$ cat config.mk
export PLATFORM = sky130hd
export DESIGN_NAME = maj_seq_eval_flat
export DESIGN_NICKNAME = d
export VERILOG_FILES = /design/src/rtl/maj_seq_eval_if.sv /design/src/rtl/maj_seq_eval.sv /design/src/flat_wrapper.sv
export SDC_FILE = /design/constraint.sdc
export NUM_CORES = 1
export LEC_CHECK = 0
export CORE_ASPECT_RATIO = 1.5
export CORE_MARGIN = 8
export CORE_UTILIZATION = 30
export DETAILED_ROUTE_END_ITERATION = 8
export GPL_TIMING_DRIVEN = 1
export HOLD_SLACK_MARGIN = 0.15
export SKIP_LAST_GASP = 1
export SYNTH_ARGS = -nofsm -noshare
export SYNTH_HDL_FRONTEND = slang
export SYNTH_SLANG_ARGS = --single-unit
export TNS_END_PERCENT = 1
$ cat constraint.sdc
create_clock -name clk -period 9.25 [get_ports clk]
set_input_delay 2.3125 -clock clk [delete_from_list [all_inputs] [get_ports clk]]
set_output_delay 2.3125 -clock clk [all_outputs]
set_load 0.005 [all_outputs]
$ cat src/rtl/maj_seq_eval_if.sv
// rtl/maj_seq_eval_if.sv - program, input-stream and result-stream bundle for maj_seq_eval
//
// Purpose: groups the host program bus, the input vector stream and the
// result stream of the MAJ3 evaluator.
// Ports (signals):
//   prog_we, prog_addr[4:0], prog_data[17:0], prog_len[4:0]  host -> evaluator
//   in_valid, in_x[6:0] -> / <- in_ready                       input vector stream
//   out_valid, out_y, out_err -> / <- out_ready                result stream
//   busy                                                       evaluator status
// Modports: master (host/bench side), slave (evaluator side).
interface maj_seq_eval_if;
    logic        prog_we;
    logic [4:0]  prog_addr;
    logic [17:0] prog_data;
    logic [4:0]  prog_len;
    logic        in_valid;
    logic        in_ready;
    logic [6:0]  in_x;
    logic        out_valid;
    logic        out_ready;
    logic        out_y;
    logic        out_err;
    logic        busy;

    modport master (
        output prog_we, prog_addr, prog_data, prog_len, in_valid, in_x, out_ready,
        input  in_ready, out_valid, out_y, out_err, busy
    );

    modport slave (
        input  prog_we, prog_addr, prog_data, prog_len, in_valid, in_x, out_ready,
        output in_ready, out_valid, out_y, out_err, busy
    );
endinterface

$ cat src/rtl/maj_seq_eval.sv
// rtl/maj_seq_eval.sv - time-multiplexed majority-of-three network evaluator
//
// Purpose: evaluates a programmed MAJ3 network over 7 primary inputs, one node
// per cycle through a single shared MAJ3 unit, in program order.
// Ports:
//   clk            rising-edge clock
//   rst            asynchronous active-high reset
//   bus (slave)    program bus, input vector stream, result stream, busy
//   trace_valid/trace_idx/trace_val  per-node trace, present only when the
//                  macro MAJ_SEQ_EVAL_TRACE_EN is defined
// Node word: op0 = [5:0], op1 = [11:6], op2 = [17:12]; operand bit5 = invert,
// bits4:0 = select (0 const0, 1..7 x0..x6, 8.. node registers).
module maj_seq_eval #(
    parameter int MAX_NODES = 16,
    parameter int NUM_IN    = 7
) (
    input  logic           clk,
    input  logic           rst,
    maj_seq_eval_if.slave  bus
`ifdef MAJ_SEQ_EVAL_TRACE_EN
    ,
    output logic           trace_valid,
    output logic [4:0]     trace_idx,
    output logic           trace_val
`endif
);

    localparam int         IW      = (MAX_NODES > 1) ? $clog2(MAX_NODES) : 1;
    localparam int         PDEPTH  = 1 << IW;
    localparam logic [5:0] MAXN6   = 6'(MAX_NODES);
    localparam logic [5:0] SEL_END = 6'(8 + MAX_NODES);

    typedef enum logic [1:0] {
        S_IDLE = 2'd0,
        S_EVAL = 2'd1,
        S_DONE = 2'd2
    } state_t;

    state_t              state_q;
    logic [NUM_IN-1:0]   x_q;
    logic [4:0]          len_q;
    logic [4:0]          idx_q;
    logic [31:0]         node_q;
    logic                err_q;
    logic                out_valid_q;
    logic                out_y_q;
    logic                out_err_q;
    logic                busy_q;

    // Program memory is deliberately left out of reset.
    logic [17:0]         prog_mem [PDEPTH];

    logic [NUM_IN:0]     x_ext;
    logic [17:0]         node_word;
    logic [1:0]          d0, d1, d2;
    logic                maj;
    logic                node_err;
    logic                addr_ok;
    logic                len_bad;
    logic                last_node;

    // Returns {error, operand bit}. Errored operands read 0 before inversion.
    function automatic logic [1:0] dec_op(
        input logic [5:0]      op,
        input logic [NUM_IN:0] xe,
        input logic [31:0]     nodes,
        input logic [4:0]      idx
    );
        logic [4:0] sel;
        logic [4:0] k;
        logic       b;
        logic       e;
        sel = op[4:0];
        k   = sel - 5'd8;
        b   = 1'b0;
        e   = 1'b0;
        if (sel < 5'd8) begin
            // xe[0] is the constant-0 slot, xe[i] = x(i-1)
            b = xe[sel[2:0]];
        end else if ({1'b0, sel} < SEL_END) begin
            // Only already-evaluated nodes are legal sources
            if (k >= idx) begin
                e = 1'b1;
            end else begin
                b = nodes[k];
            end
        end else begin
            e = 1'b1;
        end
        return {e, b ^ op[5]};
    endfunction

    assign x_ext     = {x_q, 1'b0};
    assign node_word = prog_mem[idx_q[IW-1:0]];
    assign d0        = dec_op(node_word[5:0],   x_ext, node_q, idx_q);
    assign d1        = dec_op(node_word[11:6],  x_ext, node_q, idx_q);
    assign d2        = dec_op(node_word[17:12], x_ext, node_q, idx_q);
    assign maj       = (d0[0] & d1[0]) | (d0[0] & d2[0]) | (d1[0] & d2[0]);
    assign node_err  = d0[1] | d1[1] | d2[1];

    assign addr_ok   = ({1'b0, bus.prog_addr} < MAXN6);
    assign len_bad   = (bus.prog_len == 5'd0) || ({1'b0, bus.prog_len} > MAXN6);
    assign last_node = (idx_q == (len_q - 5'd1));

    always_ff @(posedge clk) begin
        if (state_q == S_IDLE && bus.prog_we && addr_ok) begin
            prog_mem[bus.prog_addr[IW-1:0]] <= bus.prog_data;
        end
    end

    always_ff @(posedge clk or posedge rst) begin
        if (rst) begin
            state_q     <= S_IDLE;
            x_q         <= '0;
            len_q       <= '0;
            idx_q       <= '0;
            node_q      <= '0;
            err_q       <= 1'b0;
            out_valid_q <= 1'b0;
            out_y_q     <= 1'b0;
            out_err_q   <= 1'b0;
            busy_q      <= 1'b0;
        end else begin
            case (state_q)
                S_IDLE: begin
                    if (bus.in_valid) begin
                        x_q    <= bus.in_x;
                        len_q  <= bus.prog_len;
                        idx_q  <= '0;
                        node_q <= '0;
                        err_q  <= 1'b0;
                        busy_q <= 1'b1;
                        if (len_bad) begin
                            state_q     <= S_DONE;
                            out_valid_q <= 1'b1;
                            out_y_q     <= 1'b0;
                            out_err_q   <= 1'b1;
                        end else begin
                            state_q <= S_EVAL;
                        end
                    end
                end
                S_EVAL: begin
                    node_q[idx_q] <= maj;
                    err_q         <= err_q | node_err;
                    if (last_node) begin
                        state_q     <= S_DONE;
                        out_valid_q <= 1'b1;
                        out_y_q     <= maj;
                        out_err_q   <= err_q | node_err;
                    end else begin
                        idx_q <= idx_q + 5'd1;
                    end
                end
                S_DONE: begin
                    if (bus.out_ready) begin
                        state_q     <= S_IDLE;
                        out_valid_q <= 1'b0;
                        busy_q      <= 1'b0;
                    end
                end
                default: begin
                    state_q     <= S_IDLE;
                    out_valid_q <= 1'b0;
                    busy_q      <= 1'b0;
                end
            endcase
        end
    end

    assign bus.in_ready  = (state_q == S_IDLE);
    assign bus.out_valid = out_valid_q;
    assign bus.out_y     = out_y_q;
    assign bus.out_err   = out_err_q;
    assign bus.busy      = busy_q;

`ifdef MAJ_SEQ_EVAL_TRACE_EN
    assign trace_valid = (state_q == S_EVAL);
    assign trace_idx   = (state_q == S_EVAL) ? idx_q : 5'd0;
    assign trace_val   = (state_q == S_EVAL) & maj;
`endif

endmodule
$ cat src/flat_wrapper.sv
// flat-port wrapper written by rule: the top's interface ports become plain ports
module maj_seq_eval_flat 
#(
    parameter int MAX_NODES = 16,
    parameter int NUM_IN    = 7
)
  (clk, rst, bus_prog_we, bus_prog_addr, bus_prog_data, bus_prog_len, bus_in_valid, bus_in_x, bus_out_ready, bus_in_ready, bus_out_valid, bus_out_y, bus_out_err, bus_busy);
  maj_seq_eval_if bus_i ();
  input  logic clk;
  input  logic rst;
  input wire logic [$bits(bus_i.prog_we)-1:0] bus_prog_we;
  input wire logic [$bits(bus_i.prog_addr)-1:0] bus_prog_addr;
  input wire logic [$bits(bus_i.prog_data)-1:0] bus_prog_data;
  input wire logic [$bits(bus_i.prog_len)-1:0] bus_prog_len;
  input wire logic [$bits(bus_i.in_valid)-1:0] bus_in_valid;
  input wire logic [$bits(bus_i.in_x)-1:0] bus_in_x;
  input wire logic [$bits(bus_i.out_ready)-1:0] bus_out_ready;
  output wire logic [$bits(bus_i.in_ready)-1:0] bus_in_ready;
  output wire logic [$bits(bus_i.out_valid)-1:0] bus_out_valid;
  output wire logic [$bits(bus_i.out_y)-1:0] bus_out_y;
  output wire logic [$bits(bus_i.out_err)-1:0] bus_out_err;
  output wire logic [$bits(bus_i.busy)-1:0] bus_busy;
  assign bus_i.prog_we = bus_prog_we;
  assign bus_i.prog_addr = bus_prog_addr;
  assign bus_i.prog_data = bus_prog_data;
  assign bus_i.prog_len = bus_prog_len;
  assign bus_i.in_valid = bus_in_valid;
  assign bus_i.in_x = bus_in_x;
  assign bus_i.out_ready = bus_out_ready;
  assign bus_in_ready = bus_i.in_ready;
  assign bus_out_valid = bus_i.out_valid;
  assign bus_out_y = bus_i.out_y;
  assign bus_out_err = bus_i.out_err;
  assign bus_busy = bus_i.busy;
  maj_seq_eval #(.MAX_NODES(MAX_NODES), .NUM_IN(NUM_IN)) u_core (.clk(clk), .rst(rst), .bus(bus_i));
endmodule
==> results.json, run 1 <==
{
  "outcome": "finished clean",
  "clockRootBuffer": "sky130_fd_sc_hd__clkbuf_16",
  "synthesis.instances": 1148,
  "critical_path.n_buffers_inverters": 2,
  "timing.critical_path.slowest_stage_cell": "sky130_fd_sc_hd__dfrtp_4",
  "die-area_sq_um": 62100,
  "cp_slowest_stage_delay_ns": 1.01,
  "critical_path_class": "register to register",
  "ys_types": 78,
  "multi_input_area_sq_um": 5850,
  "initial_util": 0.304,
  "synth_sequential_area_ratio": 0.617,
  "finalHoldViolations": 0,
  "post_cts_resized": 0,
  "first_pass_iters": 8,
  "totalWireLength_microns": 45600,
  "final_nets": 1251,
  "largest_net_degree_at_the_start_of_global_routing": 60,
  "cp_data_required_time_ns": 9.66,
  "num_rows": 104,
  "cts_num_sinks": 344,
  "number_of_buffer_cells_added_on_primary_ports": 44,
  "seqCellArea_sq_um": 10100,
  "fillCellCount": 5188,
  "fmax_mhz": 164,
  "kind_of_launch_point_of_the_worst_setup_path": "register",
  "dieWidth_microns": 206,
  "number_of_global_route_vias_before_repair": 10431,
  "cts_bufs_inserted": 31,
  "hp-class": "register to register",
  "path_depth": 16,
  "area_of_the_core_sq_um": 53600,
  "endpoint_kind": "register",
  "worst_hold_path.num_cells": 2,
  "ios": 45,
  "syn_std_cell_area_sq_um": 16300,
  "timing.hold.ws_ns": 0.503,
  "global_route_usage_sum": 0.146,
  "place_worst_setup_slack_ns": 3.20,
  "gp_routability_congestion": 0.933,
  "timing.slew.headroom": 0.335,
  "vdd_drop_max_mv": 0.250,
  "rsz_0062_raised_after_global_routing": "no",
  "tritoncts_clock_tree": "yes",
  "path_cells": "buf_4 -> mux2_2 -> o22ai_1 -> a221oi_2 -> o21ai_1 -> inv_2 -> ha_1 -> a21o_1 -> a21o_1 -> a21oi_1 -> nor2b_1 -> nor3_1 -> a32oi_1 -> xor2_1 -> maj3_2 -> o21ai_0",
  "synth_area_per_cell_sq_um": 14.2,
  "detailed_place.area_sq_um": 17500,
  "timing.final.setup_violations": 0,
  "synth_enable_flop_cells": 288,
  "clkTransAtPathRegs_ns": 0.07,
  "share_of_the_clock_period_used_by_the_worst_path": 0.659,
  "synth.yosys.warnings": 0,
  "first_pass_grt_wire_length_microns": 67800,
  "power_density_nw_per_um2": 268,
  "htree_levels": 1,
  "antenna_violating_nets_post_route": 0,
  "final_cell_area_sq_um": 18500,
  "share_of_synthesized_registers_carrying_an_async_set_or_reset": 0.163,
  "fin_skew_ns": 0.0235,
  "synth.net_count": 1214,
  "cts.repair_timing.setup_buffer_count": 0,
  "finalMaxSlewViolations": 0,
  "setup-tns-final_ns": 0,
  "die_h_microns": 301,
  "drv.max_cap_violation_count": 0,
  "route.detailed.wl_per_inst_microns": 24.0,
  "cts.path.max_buffers": 3,
  "dpl.hpwl_microns": 31000,
  "path_max_fanout": 59,
  "cp_common_cell": "sky130_fd_sc_hd__a21o_1",
  "grt_antenna_before_repair": 1,
  "holdBufCountCts": 0,
  "area_delta_synth_final_pct": 13.7,
  "finish.utilization": 0.346,
  "ys_dominant_reg_cell": "sky130_fd_sc_hd__edfxtp_1",
  "synth-seq-cells": 344,
  "worstPathArrival_ns": 6.51,
  "post-route-drc-count": 0,
  "global_route.overflow_total": 0,
  "initialDrtViolationCount": 727,
  "dr_total_vias": 10031,
  "worst-slew-pin-transition_ns": 0.997,
  "worstSkewPairLatency_ns": 0.58,
  "final.min_clock_period_ns": 6.09,
  "timing.critical_path.max_delay_family": "compound AO/OA/AOI/OAI gates",
  "leak_pwr_nw": 6.11,
  "post_drt_via_cell_ratio": 5.28,
  "fraction_of_final_layout_cells_with_drive_strength_greater_than_1": 0.179,
  "setup_slack_ns": 3.16,
  "worstRegToRegCells": 16
}
-- final timing paths --
check / endpoint / slack (ns) / start
setup / recovery: u_core.node_q[26]$_DFFE_PP0P_ / 3.16 / u_core.idx_q[2]$_DFFE_PP0P_
hold / removal: u_core.len_q[4]$_DFFE_PP0P_ / 0.50 / u_core.len_q[4]$_DFFE_PP0P_
setup reg to reg: u_core.node_q[26]$_DFFE_PP0P_ / 3.16 / u_core.idx_q[2]$_DFFE_PP0P_
hold reg to reg: u_core.len_q[4]$_DFFE_PP0P_ / 0.50 / u_core.len_q[4]$_DFFE_PP0P_
max in group asynchronous: u_core.idx_q[1]$_DFFE_PP0P_ / 6.42 / rst
min in group asynchronous: u_core.len_q[3]$_DFFE_PP0P_ / 2.27 / rst
-- logic make-up (layout without fill, tap and decap cells) --
kind of cell	after synthesis	after routing	share of synthesized area
XOR/XNOR	11	11	0.00592
adder cells (fa/ha/maj)	27	27	0.0207
AND/OR/NAND/NOR	303	303	0.0850
other	0	2	0
flip-flops	344	344	0.617
multiplexers	154	154	0.143
AO/OA/AOI/OAI	217	217	0.0996
buffers and inverters	92	153	0.0286
-- worst reg2reg max path, cell delays in order (launching register included) --
cell	delay, ns
sky130_fd_sc_hd__dfrtp_4	1.01
sky130_fd_sc_hd__buf_4	0.69
sky130_fd_sc_hd__mux2_2	0.41
sky130_fd_sc_hd__o22ai_1	0.18
sky130_fd_sc_hd__a221oi_2	0.10
sky130_fd_sc_hd__o21ai_1	0.74
sky130_fd_sc_hd__inv_2	0.23
sky130_fd_sc_hd__ha_1	0.34
sky130_fd_sc_hd__a21o_1	0.16
sky130_fd_sc_hd__a21o_1	0.17
sky130_fd_sc_hd__a21oi_1	0.15
sky130_fd_sc_hd__nor2b_1	0.07
sky130_fd_sc_hd__nor3_1	0.23
sky130_fd_sc_hd__a32oi_1	0.16
sky130_fd_sc_hd__xor2_1	0.18
sky130_fd_sc_hd__maj3_2	0.89
sky130_fd_sc_hd__o21ai_0	0.25
-- cells in the final DEF, fill, tap and decap left out, drive strengths merged, types with 5 or more instances in the layout --
master / instances
a211o: 7
xor2: 5
and3: 5
nand4: 8
inv: 36
clkbuf: 38
o211ai: 7
nand2: 131
edfxtp: 288
clkinv: 10
mux2: 22
or3: 5
dfrtp: 56
o22ai: 13
mux4: 61
a21oi: 31
a22oi: 14
nand2b: 11
o21ai: 56
a221oi: 9
clkdlybuf4s50: 44
nor2: 44
mux2i: 71
a22o: 8
a21o: 6
xnor2: 6
bufinv: 5
ha: 26
buf: 18
nor3: 27
a211oi: 16
a31oi: 8
nand3: 49
-- state kept, by name (all words and copies together) (netlist names), 2 cells and up --
signal           flops
u_core.node_q       32
u_core.state_q       2
u_core.x_q           7
u_core.len_q         5
u_core.idx_q         5
u_core.prog_mem    288
-- layout make-up --
class | count | share of cell area
antenna | 2 | 0.000270
clock buffer | 38 | 0.0433
clock inverter | 19 | 0.0130
inverter | 34 | 0.00689
multi-input combinational | 712 | 0.316
sequential | 344 | 0.543
tap | 689 | 0.0465
timing repair buffer | 62 | 0.0311
-- where the power goes --
| part | total (mW) | switching, mW | internal [mW] |
|---|---|---|---|
| combinational | 1.77 | 1.13 | 0.645 |
| clock | 1.33 | 0.570 | 0.760 |
| sequential | 1.86 | 0.114 | 1.74 |
| total | 4.96 | 1.81 | 3.15 |
-- metal layers --
metal  GRT usage  wire length [microns]
met5           0                      0
met4      0.0772                   2590
met3      0.0176                   1710
met2       0.263                  23900
met1       0.167                  17400
-- synthesized netlist by cell type, drive strengths merged (9+ instances only) --
master  count  area share
mux2       22       0.015
inv        33      0.0076
a211oi     16      0.0074
dfrtp      56       0.086
mux4       61       0.084
a21oi      31      0.0095
clkbuf     19      0.0044
a22oi      14      0.0071
a221oi      9      0.0060
nand3      49       0.015
nor2       44       0.010
edfxtp    288        0.53
buf        39       0.016
nand2     131       0.031
nor3       27      0.0083
o21ai      56       0.024
nand2b     11      0.0042
mux2i      71       0.044
ha         26       0.020
o22ai      13      0.0050
-- stage by stage --
| stage | cells | power, mW |
|---|---|---|
| 6_report | 1900 | 4.96 |
| 4_1_cts | 1898 | 4.99 |
| 3_3_place_gp | 1841 | 3.65 |
| 5_1_grt | 1898 | 5.21 |
| 3_5_place_dp | 1841 | 3.67 |
| 2_1_floorplan | 1148 | 3.18 |
Note: power is estimated with default switching activity, not from simulation.
==> run 2, diff against run 1 <==
==> constraint.sdc (replaced) <==
create_clock -name clk -period 5.46 [get_ports clk]
set_input_delay 1.365 -clock clk [delete_from_list [all_inputs] [get_ports clk]]
set_output_delay 1.365 -clock clk [all_outputs]
set_load 0.005 [all_outputs]
==> results.json, run 2 (synthesis results as in run 1) <==
{
  "first_pass_iters": 5,
  "cp_data_required_time_ns": 5.92,
  "cts.path.max_buffers": 3,
  "global_route.overflow_total": 0,
  "worstRegToRegCells": 16,
  "route.detailed.wl_per_inst_microns": 24.1,
  "timing.slew.headroom": 0.500,
  "holdBufCountCts": 0,
  "clkTransAtPathRegs_ns": 0.07,
  "setup-tns-final_ns": 0,
  "number_of_global_route_vias_before_repair": 10688,
  "pwr-share-seq": 0.366,
  "finalMaxSlewViolations": 0,
  "setup.worst_path.end": "u_core.node_q[5]$_DFFE_PP0P_",
  "htree_levels": 1,
  "grt_antenna_before_repair": 1,
  "vdd_drop_max_mv": 0.299,
  "leak_pwr_nw": 6.29,
  "post_drt_via_cell_ratio": 5.34,
  "cts.repair_timing.setup_buffer_count": 0,
  "power_report.internal_total_mw": 5.47,
  "placedCellCount": 1877,
  "kind_of_launch_point_of_the_worst_setup_path": "register",
  "switching_share": 0.359,
  "global_route_usage_sum": 0.150,
  "cts_bufs_inserted": 31,
  "worstSkewPairLatency_ns": 0.58,
  "fin_skew_ns": 0.0237,
  "endpoint_kind": "register",
  "dieWidth_microns": 206,
  "cp_common_cell": "sky130_fd_sc_hd__buf_4",
  "multi_input_area_sq_um": 5820,
  "path_cells": "buf_4 -> mux4_2 -> mux2i_1 -> nand2_1 -> o21ai_0 -> ha_1 -> inv_1 -> a21oi_1 -> o2111a_1 -> a221oi_1 -> or4_1 -> a32oi_1 -> xor2_1 -> maj3_2 -> buf_4 -> o21ai_2",
  "timing.critical_path.from": "u_core.idx_q[1]$_DFFE_PP0P_",
  "area_of_the_core_sq_um": 53600,
  "layout_common_cells": "sky130_fd_sc_hd__edfxtp_1 (288), sky130_fd_sc_hd__nand2_1 (129), sky130_fd_sc_hd__mux2i_1 (71), sky130_fd_sc_hd__mux4_2 (61), sky130_fd_sc_hd__dfrtp_1 (53)",
  "worst-slew-pin-transition_ns": 0.749,
  "fmax_mhz": 203,
  "outcome": "finished clean",
  "finalHoldViolations": 0,
  "p_clk_frac": 0.264,
  "critical_path.n_buffers_inverters": 3,
  "cts_num_sinks": 344,
  "regToRegStartpoint": "u_core.idx_q[1]$_DFFE_PP0P_",
  "worst-r2r-setup-slack_ns": 0.53,
  "worstPathArrival_ns": 5.40,
  "seqCellArea_sq_um": 10100,
  "gp_routability_congestion": 0.940,
  "power_density_nw_per_um2": 455,
  "final.min_clock_period_ns": 4.93,
  "clockRootBuffer": "sky130_fd_sc_hd__clkbuf_16",
  "antenna_violating_nets_post_route": 0,
  "area_delta_synth_final_pct": 15.3,
  "combPwrFrac": 0.370,
  "initialDrtViolationCount": 921,
  "die_h_microns": 301,
  "fraction_of_final_layout_cells_with_drive_strength_greater_than_1": 0.204,
  "post_layout_nonfiller_instances": 1935,
  "rsz_0062_raised_after_global_routing": "no",
  "dpl.hpwl_microns": 32200,
  "post-route-drc-count": 0,
  "timing.critical_path.max_delay_family": "adder cells",
  "rr_endpoint": "u_core.node_q[5]$_DFFE_PP0P_",
  "ios": 45,
  "first_pass_grt_wire_length_microns": 69700,
  "fillCellCount": 5130,
  "most_common_cell_after_layout_fill_and_taps_aside": "sky130_fd_sc_hd__edfxtp_1",
  "die-area_sq_um": 62100,
  "cp_slowest_stage_delay_ns": 0.67,
  "critical_path_class": "register to register",
  "post_layout_power_mw": 8.54,
  "power.switching_mw": 3.07,
  "largest_net_degree_at_the_start_of_global_routing": 57,
  "timing.final.setup_violations": 0,
  "initial_util": 0.304,
  "number_of_buffer_cells_added_on_primary_ports": 44,
  "timing.critical_path.slowest_stage_cell": "sky130_fd_sc_hd__dfrtp_4",
  "final_nets": 1287,
  "post_cts_resized": 0,
  "path_max_fanout": 23,
  "path_depth": 16,
  "num_rows": 104,
  "hp-class": "register to register",
  "totalWireLength_microns": 46600,
  "share_of_the_clock_period_used_by_the_worst_path": 0.904,
  "dr_total_vias": 10329,
  "drv.max_cap_violation_count": 0,
  "largest_register_ffs": 288,
  "tritoncts_clock_tree": "yes"
}
-- run 2: power groups by stage --
stage | Combinational [mW] | Clock [mW] | Sequential (mW)
2_1_floorplan | 2.32 | 0 | 3.07
6_report | 3.16 | 2.26 | 3.12
4_1_cts | 3.17 | 2.30 | 3.12
3_3_place_gp | 3.12 | 0 | 3.17
3_5_place_dp | 3.16 | 0 | 3.18
5_1_grt | 3.45 | 2.38 | 3.14
-- run 2: how the worst min path moves through the flow --
stage | from | end | cells after the start
2_1_floorplan | u_core.len_q[4]$_DFFE_PP0P_ | u_core.len_q[4]$_DFFE_PP0P_ | 2
3_5_place_dp | u_core.len_q[4]$_DFFE_PP0P_ | u_core.len_q[4]$_DFFE_PP0P_ | 2
3_3_place_gp | u_core.len_q[4]$_DFFE_PP0P_ | u_core.len_q[4]$_DFFE_PP0P_ | 2
4_1_cts | u_core.len_q[4]$_DFFE_PP0P_ | u_core.len_q[4]$_DFFE_PP0P_ | 2
5_1_grt | u_core.len_q[4]$_DFFE_PP0P_ | u_core.len_q[4]$_DFFE_PP0P_ | 2
6_report | u_core.len_q[4]$_DFFE_PP0P_ | u_core.len_q[4]$_DFFE_PP0P_ | 2
-- run 2: stage by stage --
stage	worst slack [ns]	utilization	hold slack, ns	area, sq um
after floorplan	0.373	-	0.467	16300
after global placement	0.645	0.331	0.481	17700
after detailed placement	0.571	0.331	0.483	17700
after CTS	0.529	0.350	0.508	18800
after global routing	0.150	0.350	0.547	18800
final	0.526	0.350	0.508	18800
-- run 2: cell type report --
type / count / area share
diodes: 1 / 0.000133
clock buffers: 35 / 0.0421
clock inverters: 22 / 0.0133
inverters: 34 / 0.00679
multi-input cells: 712 / 0.310
flip-flops and latches: 344 / 0.536
well taps: 689 / 0.0459
repair buffers: 98 / 0.0464
-- run 2: routing by layer --
| layer | track usage | wire, microns | vias up |
|---|---|---|---|
| li1 | - | - | 4636 |
| met1 | 0.169 | 17600 | 5272 |
| met2 | 0.278 | 25000 | 313 |
| met3 | 0.0188 | 1990 | 108 |
| met4 | 0.0638 | 1990 | 0 |
| met5 | 0 | 0 | - |
-- run 2: worst min-delay path: cells and delay by family (launching register included) --
kind | cells | cell delay, ns
flip-flops | 1 | 0.36
AND/OR/NAND/NOR | 2 | 0.11
==> run 3, diff against run 2 <==
--- a/config.mk
+++ b/config.mk
@@ -8,10 +8,10 @@
 export CORE_ASPECT_RATIO = 1.5
 export CORE_MARGIN = 8
 export CORE_UTILIZATION = 30
+export CTS_CLUSTER_SIZE = 25
 export DETAILED_ROUTE_END_ITERATION = 8
 export GPL_TIMING_DRIVEN = 1
 export HOLD_SLACK_MARGIN = 0.15
-export SKIP_LAST_GASP = 1
 export SYNTH_ARGS = -nofsm -noshare
 export SYNTH_HDL_FRONTEND = slang
 export SYNTH_SLANG_ARGS = --single-unit
==> results of run 3 <==
Final layout, timing and power as in run 2 (identical DEF).
